## src/rtl/mash_pkg.sv

```systemverilog
`default_nettype none
// ============================================================================
// Module  : mash_pkg
// Brief   : Shared types and limits for the MASH 1-1-1 noise-cancellation path.
// Revision: 1.0 - initial release
// ============================================================================
package mash_pkg;

    localparam int MASH_FRAC_W   = 4;
    localparam int MASH_FRAC_MIN = -3;
    localparam int MASH_FRAC_MAX = 4;

    typedef logic signed [MASH_FRAC_W-1:0] mash_frac_t;

    // Promote a single carry bit to a non-negative fractional term.
    function automatic mash_frac_t bit_to_frac(input logic b);
        return mash_frac_t'({{(MASH_FRAC_W-1){1'b0}}, b});
    endfunction

endpackage
`default_nettype wire

```

## src/rtl/mash_ncn_if.sv

```systemverilog
`default_nettype none
// ============================================================================
// Module  : mash_ncn_if
// Brief   : Carry/integer-word inputs and divide-word outputs of mash_ncn.
// Revision: 1.0 - initial release
// ============================================================================
interface mash_ncn_if
    import mash_pkg::*;
#(
    parameter int P_INT_WIDTH = 8
);
    logic                   i_en;
    logic                   i_clr;
    logic                   i_q1;
    logic                   i_q2;
    logic                   i_q3;
    logic [P_INT_WIDTH-1:0] i_nint;
    mash_frac_t             o_frac;
    logic [P_INT_WIDTH-1:0] o_div;
    logic                   o_sat;
    logic                   o_valid;

    modport master (
        output i_en, i_clr, i_q1, i_q2, i_q3, i_nint,
        input  o_frac, o_div, o_sat, o_valid
    );

    modport slave (
        input  i_en, i_clr, i_q1, i_q2, i_q3, i_nint,
        output o_frac, o_div, o_sat, o_valid
    );
endinterface
`default_nettype wire

```

## src/rtl/mash_ncn_bit_delay_line.sv

```systemverilog
`default_nettype none
// ============================================================================
// Module  : bit_delay_line
// Brief   : Enable/clear-aware single-bit delay of P_DEPTH cycles (0 = wire).
// Revision: 1.0 - initial release
// ============================================================================
module bit_delay_line #(
    parameter int P_DEPTH = 0
) (
    input  wire logic i_clk,
    input  wire logic i_rst_n,
    input  wire logic i_en,
    input  wire logic i_clr,
    input  wire logic i_d,
    output logic      o_q
);

    generate
        if (P_DEPTH == 0) begin : g_wire
            logic w_unused;
            assign w_unused = &{1'b0, i_clk, i_rst_n, i_en, i_clr};
            assign o_q      = i_d;
        end else begin : g_shift
            logic [P_DEPTH-1:0] r_sr;

            always_ff @(posedge i_clk or negedge i_rst_n) begin
                if (!i_rst_n) begin
                    r_sr <= '0;
                end else if (i_en) begin
                    if (i_clr) begin
                        r_sr <= '0;
                    end else begin
                        r_sr[0] <= i_d;
                        for (int i = 1; i < P_DEPTH; i++) begin
                            r_sr[i] <= r_sr[i-1];
                        end
                    end
                end
            end

            assign o_q = r_sr[P_DEPTH-1];
        end
    endgenerate

endmodule
`default_nettype wire

```

## src/rtl/mash_ncn.sv

```systemverilog
`default_nettype none
// ============================================================================
// Module  : mash_ncn
// Brief   : MASH 1-1-1 noise-cancellation network with saturated divide word.
// Revision: 1.0 - initial release
// ============================================================================
module mash_ncn
    import mash_pkg::*;
#(
    parameter int P_INT_WIDTH = 8,
    parameter int P_ALIGN1    = 2,
    parameter int P_ALIGN2    = 1
) (
    input  wire logic  i_clk,
    input  wire logic  i_rst_n,
    mash_ncn_if.slave  bus
);

    localparam int C_FILL_MAX = P_ALIGN1 + 3;
    localparam int C_CNT_W    = $clog2(C_FILL_MAX + 1);
    localparam int C_SUM_W    = P_INT_WIDTH + 2;
    localparam logic [C_CNT_W-1:0] C_FILL_MAX_V = C_FILL_MAX[C_CNT_W-1:0];
    localparam logic signed [C_SUM_W-1:0] C_DIV_MAX = $signed({2'b00, {P_INT_WIDTH{1'b1}}});

    logic w_a1;
    logic w_a2;
    logic w_a3;

    logic r_a2_d1;
    logic r_a3_d1;
    logic r_a3_d2;

    mash_frac_t                r_frac;
    logic [P_INT_WIDTH-1:0]    r_div;
    logic                      r_sat;
    logic [C_CNT_W-1:0]        r_cnt;

    mash_frac_t                w_y;
    logic signed [C_SUM_W-1:0] w_s;
    logic [P_INT_WIDTH-1:0]    w_div;
    logic                      w_sat;

    bit_delay_line #(.P_DEPTH(P_ALIGN1)) u_align1 (
        .i_clk   (i_clk),
        .i_rst_n (i_rst_n),
        .i_en    (bus.i_en),
        .i_clr   (bus.i_clr),
        .i_d     (bus.i_q1),
        .o_q     (w_a1)
    );

    bit_delay_line #(.P_DEPTH(P_ALIGN2)) u_align2 (
        .i_clk   (i_clk),
        .i_rst_n (i_rst_n),
        .i_en    (bus.i_en),
        .i_clr   (bus.i_clr),
        .i_d     (bus.i_q2),
        .o_q     (w_a2)
    );

    assign w_a3 = bus.i_q3;

    // Modulo-16 arithmetic is exact here since y is bounded to -3..+4.
    always_comb begin
        w_y = bit_to_frac(w_a1)
            + bit_to_frac(w_a2)    - bit_to_frac(r_a2_d1)
            + bit_to_frac(w_a3)    - bit_to_frac(r_a3_d1)
            - bit_to_frac(r_a3_d1) + bit_to_frac(r_a3_d2);
    end

    always_comb begin
        w_s   = $signed({2'b00, bus.i_nint})
              + $signed({{(C_SUM_W-MASH_FRAC_W){w_y[MASH_FRAC_W-1]}}, w_y});
        w_div = w_s[P_INT_WIDTH-1:0];
        w_sat = 1'b0;
        if (w_s < 0) begin
            w_div = '0;
            w_sat = 1'b1;
        end else if (w_s > C_DIV_MAX) begin
            w_div = '1;
            w_sat = 1'b1;
        end
    end

    always_ff @(posedge i_clk or negedge i_rst_n) begin
        if (!i_rst_n) begin
            r_a2_d1 <= 1'b0;
            r_a3_d1 <= 1'b0;
            r_a3_d2 <= 1'b0;
            r_frac  <= '0;
            r_div   <= '0;
            r_sat   <= 1'b0;
            r_cnt   <= '0;
        end else if (bus.i_en) begin
            if (bus.i_clr) begin
                r_a2_d1 <= 1'b0;
                r_a3_d1 <= 1'b0;
                r_a3_d2 <= 1'b0;
                r_frac  <= '0;
                r_div   <= '0;
                r_sat   <= 1'b0;
                r_cnt   <= '0;
            end else begin
                r_a2_d1 <= w_a2;
                r_a3_d1 <= w_a3;
                r_a3_d2 <= r_a3_d1;
                r_frac  <= w_y;
                r_div   <= w_div;
                r_sat   <= w_sat;
                if (r_cnt != C_FILL_MAX_V) begin
                    r_cnt <= r_cnt + 1'b1;
                end
            end
        end
    end

    assign bus.o_frac  = r_frac;
    assign bus.o_div   = r_div;
    assign bus.o_sat   = r_sat;
    assign bus.o_valid = (r_cnt == C_FILL_MAX_V);

endmodule
`default_nettype wire

```

## src/flat_wrapper.sv

```systemverilog
// flat-port wrapper written by rule: the top's interface ports become plain ports
module mash_ncn_flat import mash_pkg::*;
#(
    parameter int P_INT_WIDTH = 8,
    parameter int P_ALIGN1    = 2,
    parameter int P_ALIGN2    = 1
)
  (i_clk, i_rst_n, bus_i_en, bus_i_clr, bus_i_q1, bus_i_q2, bus_i_q3, bus_i_nint, bus_o_frac, bus_o_div, bus_o_sat, bus_o_valid);
  mash_ncn_if #(.P_INT_WIDTH(P_INT_WIDTH)) bus_i ();
  input  wire logic i_clk;
  input  wire logic i_rst_n;
  input wire logic [$bits(bus_i.i_en)-1:0] bus_i_en;
  input wire logic [$bits(bus_i.i_clr)-1:0] bus_i_clr;
  input wire logic [$bits(bus_i.i_q1)-1:0] bus_i_q1;
  input wire logic [$bits(bus_i.i_q2)-1:0] bus_i_q2;
  input wire logic [$bits(bus_i.i_q3)-1:0] bus_i_q3;
  input wire logic [$bits(bus_i.i_nint)-1:0] bus_i_nint;
  output wire logic [$bits(bus_i.o_frac)-1:0] bus_o_frac;
  output wire logic [$bits(bus_i.o_div)-1:0] bus_o_div;
  output wire logic [$bits(bus_i.o_sat)-1:0] bus_o_sat;
  output wire logic [$bits(bus_i.o_valid)-1:0] bus_o_valid;
  assign bus_i.i_en = bus_i_en;
  assign bus_i.i_clr = bus_i_clr;
  assign bus_i.i_q1 = bus_i_q1;
  assign bus_i.i_q2 = bus_i_q2;
  assign bus_i.i_q3 = bus_i_q3;
  assign bus_i.i_nint = bus_i_nint;
  assign bus_o_frac = bus_i.o_frac;
  assign bus_o_div = bus_i.o_div;
  assign bus_o_sat = bus_i.o_sat;
  assign bus_o_valid = bus_i.o_valid;
  mash_ncn #(.P_INT_WIDTH(P_INT_WIDTH), .P_ALIGN1(P_ALIGN1), .P_ALIGN2(P_ALIGN2)) u_core (.i_clk(i_clk), .i_rst_n(i_rst_n), .bus(bus_i));
endmodule
```

## config.mk

```make
export PLATFORM = sky130hd
export DESIGN_NAME = mash_ncn_flat
export DESIGN_NICKNAME = d
export VERILOG_FILES = /design/src/rtl/mash_pkg.sv /design/src/rtl/mash_ncn_if.sv /design/src/rtl/mash_ncn_bit_delay_line.sv /design/src/rtl/mash_ncn.sv /design/src/flat_wrapper.sv
export SDC_FILE = /design/constraint.sdc
export NUM_CORES = 1
export LEC_CHECK = 0
export CAP_MARGIN = 20
export CELL_PAD_IN_SITES_DETAIL_PLACEMENT = 1
export CELL_PAD_IN_SITES_GLOBAL_PLACEMENT = 1
export CORE_ASPECT_RATIO = 1.4
export CORE_MARGIN = 4
export CORE_UTILIZATION = 40
export DETAILED_ROUTE_END_ITERATION = 12
export GPL_ROUTABILITY_DRIVEN = 0
export PLACE_DENSITY_LB_ADDON = 0.25
export SLEW_MARGIN = 20
export SYNTH_ARGS = -nofsm -noshare
export SYNTH_HDL_FRONTEND = slang
export SYNTH_SLANG_ARGS = --single-unit
```

## constraint.sdc

```tcl
create_clock -name i_clk -period 4.9 [get_ports i_clk]
set_clock_uncertainty 0.1 [all_clocks]
set_input_delay 0.98 -clock i_clk [delete_from_list [all_inputs] [get_ports i_clk]]
set_output_delay 0.98 -clock i_clk [all_outputs]
set_load 0.05 [all_outputs]
```

==> metrics, run 1 <==
Crit path buffers/inverters 5; share of cells above drive strength 1 10.55%; peak supply drop 0.0001818 V; Synth Area in Adders 13.05%; CP arrival 4700 ps; Clk pwr share 16.0%; hold-fix buffers at CTS 0; die width 62.58 um; Syn-to-layout area delta 23.86%; CTS root buffer clkbuf_8; Sw Ratio 45.00%; R2R Setup Slk 770 ps; worst-margin pin slew 583.9 ps; Num CTS Buffers 3; routed vias/inst 5.479; final worst-path cycle share 95.31%; asr flop ratio synth 100.0%; overflow left after global routing 0; status finished, final reports clean; Synth Area in Simple Gates 15.15%; post-synthesis sequential area ratio 33.01%; die area 0.005281 mm2; largest net degree at the start of global routing 23; final hold violations 0; TritonCTS clock tree built; # DRC 0; I/O Buffers 28; Netlist cell types 43; initial core utilization 41.84%; slowest stage delay, CP 520 ps; Post-Route WL 4.550 mm; crit end category flip-flop; reg2reg end u_core.bus.o_div[1]; top_reg_cell synth dfrtp_1; top-area cell type share of the netlist area 33.01%; combinational power share 60.2%; hold slack 419.2 ps; pre-CTS setup slack -56.81 ps; #FFs+latches synth 22; CP Cell Sequence clkdlybuf4s50_1, inv_1, fa_1, inv_1, fa_1, ha_1, inv_1, ha_1, inv_1, ha_1, a211oi_1, o2bb2ai_1, o31a_2, a311o_4, nor2_1, o22ai_1; core area 0.003986 mm2; P_sw 0.0004834 W; largest family of logic cells by synthesized area compound AO/OA/AOI/OAI gates; # IOs 29; Synth Area in XOR/XNOR 4.726%; CTS sink count 22; CP most frequent cell inv_1; post-synthesis mux area share 1.275%; row count 27; most common cell in the netlist inv_1; RR Startpoint u_core.r_a3_d1; GRT Total Usage 18.49%; CP Max Fanout 8; crit path capture u_core.bus.o_div[1]; total power per unit cell area 520.0 mW/mm2; Gate Count Post-Synth 187; Vias 1430; Final Max Slew Viols 0; worst setup margin 229.7 ps; slew margin rel. 60.95%; ANT cells 0; Synth Net Count 217; worst setup path start bus_i_q3; area occupied by multi-input gates 923.4 um2; Avg Inst Size Synth 8.919 um2; Hold/Removal Path Class reg -> reg; H-tree levels 1; Synth Area in Compound Gates 21.16%; most frequent cells after synthesis inv_1, dfrtp_1, nor2_1; Sequential Area 550.5 um2; CP delay by family, top adder cells; post-synth top area cell dfrtp_1; Internal 0.0005909 W; RSZ-0062 raised after global routing false; leakage power total 0.9181 nW; die height 84.40 um; WL per Instance 17.43 um; Flop pwr share 23.7%; cell area after synthesis 0.001668 mm2; Worst Reg-to-Reg Cells 15; final setup vio count 0; vias in the first global route 1661; CP max stage cell fa_1; Clock Latency Late Sink 260 ps; Ys Warns 0; # Post-CTS Setup Buffers 0; Max Buffers Root-to-Sink 2; # resized after CTS 0; startpoint types input pin; CP required 4930 ps; Final min period 4670 ps; first-pass GRT wire length 7.872 mm; Detailed Route Iter0 Violations 48; initial antenna violation count 0; Synth area leaders dfrtp_1, ha_1, inv_1; fmax 214.1 MHz; crit path kind in -> reg; # nets final 249; Post-DP HPWL 3.682 mm; Post-synth EDFFs 0; Clock transition at path regs 80 ps; first drt pass iteration count 4; MaxCap Viol Count 0; WP depth 16; Fillers 483; Antenna Nets Post-Route 0
layer usage:
| metal | GRT usage (%) | routed length (um) | vias up |
|---|---|---|---|
| met5 | 0 | 0 | - |
| met4 | 7.831 | 129 | 0 |
| met3 | 2.544 | 120 | 10 |
| met2 | 36.21 | 2516 | 29 |
| met1 | 19.23 | 1784 | 687 |
| li1 | - | - | 704 |
sequential cells by signal, indices dropped and copies added, names as in the netlist:
name / count
u_core.r_a3_d2: 1
u_core.u_align2.o_q: 1
u_core.bus.o_div: 8
u_core.bus.o_sat: 1
u_core.u_align1.g_shift.r_sr: 2
u_core.r_cnt: 3
u_core.r_a2_d1: 1
u_core.r_a3_d1: 1
u_core.bus.o_frac: 4
stage by stage:
stage | instance area (um2) | std cells | util, % | power [W] | TNS [ps]
floorplan | 1668 | 187 | - | 0.0006889 | 0
global placement | 1999 | 257 | 50.16 | 0.0008832 | 0
detailed placement | 1999 | 257 | 50.16 | 0.0009108 | -209.2
CTS | 2071 | 261 | 51.95 | 0.001089 | 0
global route | 2066 | 261 | 51.82 | 0.001152 | 0
finish | 2066 | 261 | 51.82 | 0.001074 | 0
layout by cell type (no fill, tap or decap), types with 4 or more instances in the layout:
master / Yosys / layout
a21oi_1: 5 / 5
buf_4: 2 / 9
clkdlybuf4s50_1: 0 / 27
dfrtp_1: 22 / 22
fa_1: 4 / 4
ha_1: 11 / 11
inv_1: 33 / 33
nand2_1: 11 / 11
nand3b_1: 5 / 5
nor2_1: 12 / 12
nor2b_1: 4 / 4
o21ai_0: 11 / 11
o22ai_1: 11 / 11
xnor2_1: 8 / 8
power by group through the flow:
stage | clock network [W] | registers (W) | logic [W]
floorplan | 0 | 0.000394 | 0.000295
global placement | 0 | 0.000256 | 0.000627
detailed placement | 0 | 0.000260 | 0.000650
CTS | 0.000178 | 0.000257 | 0.000655
global route | 0.000186 | 0.000262 | 0.000705
finish | 0.000172 | 0.000255 | 0.000647
logic make-up (layout without fill, tap and decap cells):
kind of cell / after synthesis / in the layout
flip-flops: 22 / 22
AO/OA/AOI/OAI: 50 / 50
AND/OR/NAND/NOR: 46 / 46
multiplexers: 2 / 2
adder cells (fa/ha/maj): 15 / 15
XOR/XNOR: 9 / 9
buffers and inverters: 43 / 74
worst min path at each step:
stage | start | end | slack, ps | depth (start not counted)
2_1_floorplan | u_core.u_align1.g_shift.r_sr[0] | u_core.u_align1.g_shift.r_sr[1] | 370 | 2
3_3_place_gp | u_core.bus.o_frac[2] | u_core.bus.o_frac[2] | 390 | 1
3_5_place_dp | u_core.bus.o_frac[2] | u_core.bus.o_frac[2] | 400 | 1
4_1_cts | u_core.bus.o_frac[2] | u_core.bus.o_frac[2] | 420 | 1
5_1_grt | u_core.bus.o_frac[2] | u_core.bus.o_frac[2] | 430 | 1
6_report | u_core.bus.o_frac[2] | u_core.bus.o_frac[2] | 420 | 1
layout make-up:
| type | count | area share, % |
|---|---|---|
| clock buffer | 3 | 1.999 |
| clock inverter | 1 | 1.454 |
| inverter | 33 | 5.996 |
| multi-input combinational | 122 | 44.70 |
| sequential | 22 | 26.65 |
| tap | 43 | 2.604 |
| timing repair buffer | 37 | 16.60 |
No activity file was read; power rests on OpenSTA's default activity.
==> run 2, diff against run 1 <==
--- a/config.mk
+++ b/config.mk
@@ -14,6 +14,7 @@
 export DETAILED_ROUTE_END_ITERATION = 12
 export GPL_ROUTABILITY_DRIVEN = 0
 export PLACE_DENSITY_LB_ADDON = 0.25
+export REMOVE_ABC_BUFFERS = 1
 export SLEW_MARGIN = 20
 export SYNTH_ARGS = -nofsm -noshare
 export SYNTH_HDL_FRONTEND = slang
==> metrics, run 2 (synthesized netlist as in run 1, its figures left out) <==
WL per Instance 16.70 um; crit path kind in -> reg; startpoint types input pin; Final min period 4657 ps; crit end category flip-flop; worst-margin pin slew 511.9 ps; I/O Buffers 28; Num CTS Buffers 3; row count 27; Max Buffers Root-to-Sink 2; leakage power total 0.9172 nW; CP arrival 4700 ps; CP Max Fanout 8; Worst Reg-to-Reg Cells 15; share of cells above drive strength 1 11.87%; first-pass GRT wire length 7.755 mm; RR Startpoint u_core.r_a3_d1; fmax 214.7 MHz; Tot Pwr 0.001032 W; Vias 1454; CTS sink count 22; status finished, final reports clean; P_sw 0.0004779 W; Flop pwr share 24.6%; # IOs 29; die height 84.40 um; setup TNS 0 ps; initial antenna violation count 0; Post-Route WL 4.375 mm; Clock Latency Late Sink 260 ps; # nets final 250; first drt pass iteration count 4; core area 0.003986 mm2; Clock transition at path regs 80 ps; Antenna Nets Post-Route 0; final hold violations 0; CTS root buffer clkbuf_8; TritonCTS clock tree built; die width 62.58 um; final worst-path cycle share 95.03%; die area 0.005281 mm2; initial core utilization 41.84%; Detailed Route Iter0 Violations 54; leading cell type in the layout, fill and taps excluded inv_1; Internal 0.0005544 W; Final Max Slew Viols 0; highest-count cells in the layout ignoring fill and taps inv_1, clkdlybuf4s50_1, dfrtp_1; Largest register FFs 8; largest net degree at the start of global routing 23; ANT cells 0; routed vias/inst 5.550; worst setup path start bus_i_q3; Hold/Removal Path Class reg -> reg; CP required 4940 ps; slew margin rel. 65.77%; RSZ-0062 raised after global routing false; reg2reg end u_core.bus.o_sat; Sw Ratio 46.29%; Syn-to-layout area delta 23.86%; Clk pwr share 12.9%; MaxCap Viol Count 0; overflow left after global routing 0; final setup vio count 0; # DRC 0; total power per unit cell area 499.7 mW/mm2; H-tree levels 1; # Post-CTS Setup Buffers 0; peak supply drop 0.0001680 V; Fillers 477; R2R Setup Slk 800 ps; crit path capture u_core.bus.o_sat; combinational power share 62.5%; GRT Total Usage 18.29%; Post-DP HPWL 3.564 mm; vias in the first global route 1636
==> run 2: changes by cell type in the layout (fill, tap and decap cells not counted) <==
cell,change
buf_4,+1
o21ai_2,+1
a211oi_1,-1
a211oi_2,+1
o21ai_1,-1
clkbuf_8,+1
bufinv_16,-1
==> run 2: layout make-up <==
class	count	area (um2)	area share [%]
Inverter	33	123.9	5.996
Multi-Input combinational cell	122	932.1	45.12
Timing Repair Buffer	38	350.3	16.96
Sequential cell	22	550.5	26.65
Clock buffer	4	55.05	2.665
Tap cell	43	53.80	2.604
==> run 2: power groups by stage <==
| stage | logic (W) | registers, W | clock network (W) |
|---|---|---|---|
| 6_report | 0.000646 | 0.000254 | 0.000133 |
| 5_1_grt | 0.000704 | 0.000262 | 0.000144 |
| 4_1_cts | 0.000647 | 0.000255 | 0.000134 |
| 3_5_place_dp | 0.000644 | 0.000259 | 0 |
| 3_3_place_gp | 0.000626 | 0.000255 | 0 |
| 2_1_floorplan | 0.000278 | 0.000394 | 0 |
==> run 2: repair_timing <==
item,CTS,global route
setup endpoints to repair,0,8
hold buffers,0,0
resized for setup,0,2
==> run 2: how the worst min path moves through the flow <==
stage	from	to	slack, ps	cells after the start
floorplan	u_core.u_align1.g_shift.r_sr[0]	u_core.u_align1.g_shift.r_sr[1]	370	2
global placement	u_core.bus.o_frac[2]	u_core.bus.o_frac[2]	390	1
detailed placement	u_core.bus.o_frac[2]	u_core.bus.o_frac[2]	410	1
CTS	u_core.bus.o_frac[2]	u_core.bus.o_frac[2]	420	1
global route	u_core.bus.o_frac[2]	u_core.bus.o_frac[2]	450	1
finish	u_core.bus.o_frac[2]	u_core.bus.o_frac[2]	420	1
==> run 2: metrics by stage <==
step	hold slack, ps	cell area [um2]	cells	worst slack [ps]	utilization, %
after global placement	388.6	2007	258	0.5533	50.35
final	418.2	2066	262	243.4	51.82
after global routing	445.7	2066	262	18.31	51.82
after floorplan	369.8	1598	177	653.1	-
after detailed placement	406.2	2007	258	-183.7	50.35
after CTS	424.9	2062	262	50.92	51.73
==> run 2: critical path: stages <==
cell and delay [ps]:
clkdlybuf4s50_1 480, inv_1 60, fa_1 540, inv_1 50, fa_1 360, ha_1 220
inv_1 100, ha_1 250, inv_1 70, ha_1 250, a211oi_2 250, o2bb2ai_1 130
o31a_2 340, a311o_4 370, o21ai_2 160, o21ai_1 90
==> run 2: metal layers <==
| metal | vias up | wire length [um] | track usage [%] |
|---|---|---|---|
| met1 | 723 | 1760 | 19.90 |
| met2 | 25 | 2436 | 35.73 |
| li1 | 701 | - | - |
| met3 | 5 | 110 | 2.142 |
| met5 | - | 0 | 0 |
| met4 | 0 | 68 | 6.426 |
==> run 3, diff against run 2 <==
--- a/config.mk
+++ b/config.mk
@@ -13,6 +13,7 @@
 export CORE_UTILIZATION = 40
 export DETAILED_ROUTE_END_ITERATION = 12
 export GPL_ROUTABILITY_DRIVEN = 0
+export HOLD_SLACK_MARGIN = 0.03
 export PLACE_DENSITY_LB_ADDON = 0.25
 export REMOVE_ABC_BUFFERS = 1
 export SLEW_MARGIN = 20
==> results of run 3 <==
Final layout, timing and power as in run 2 (identical DEF).
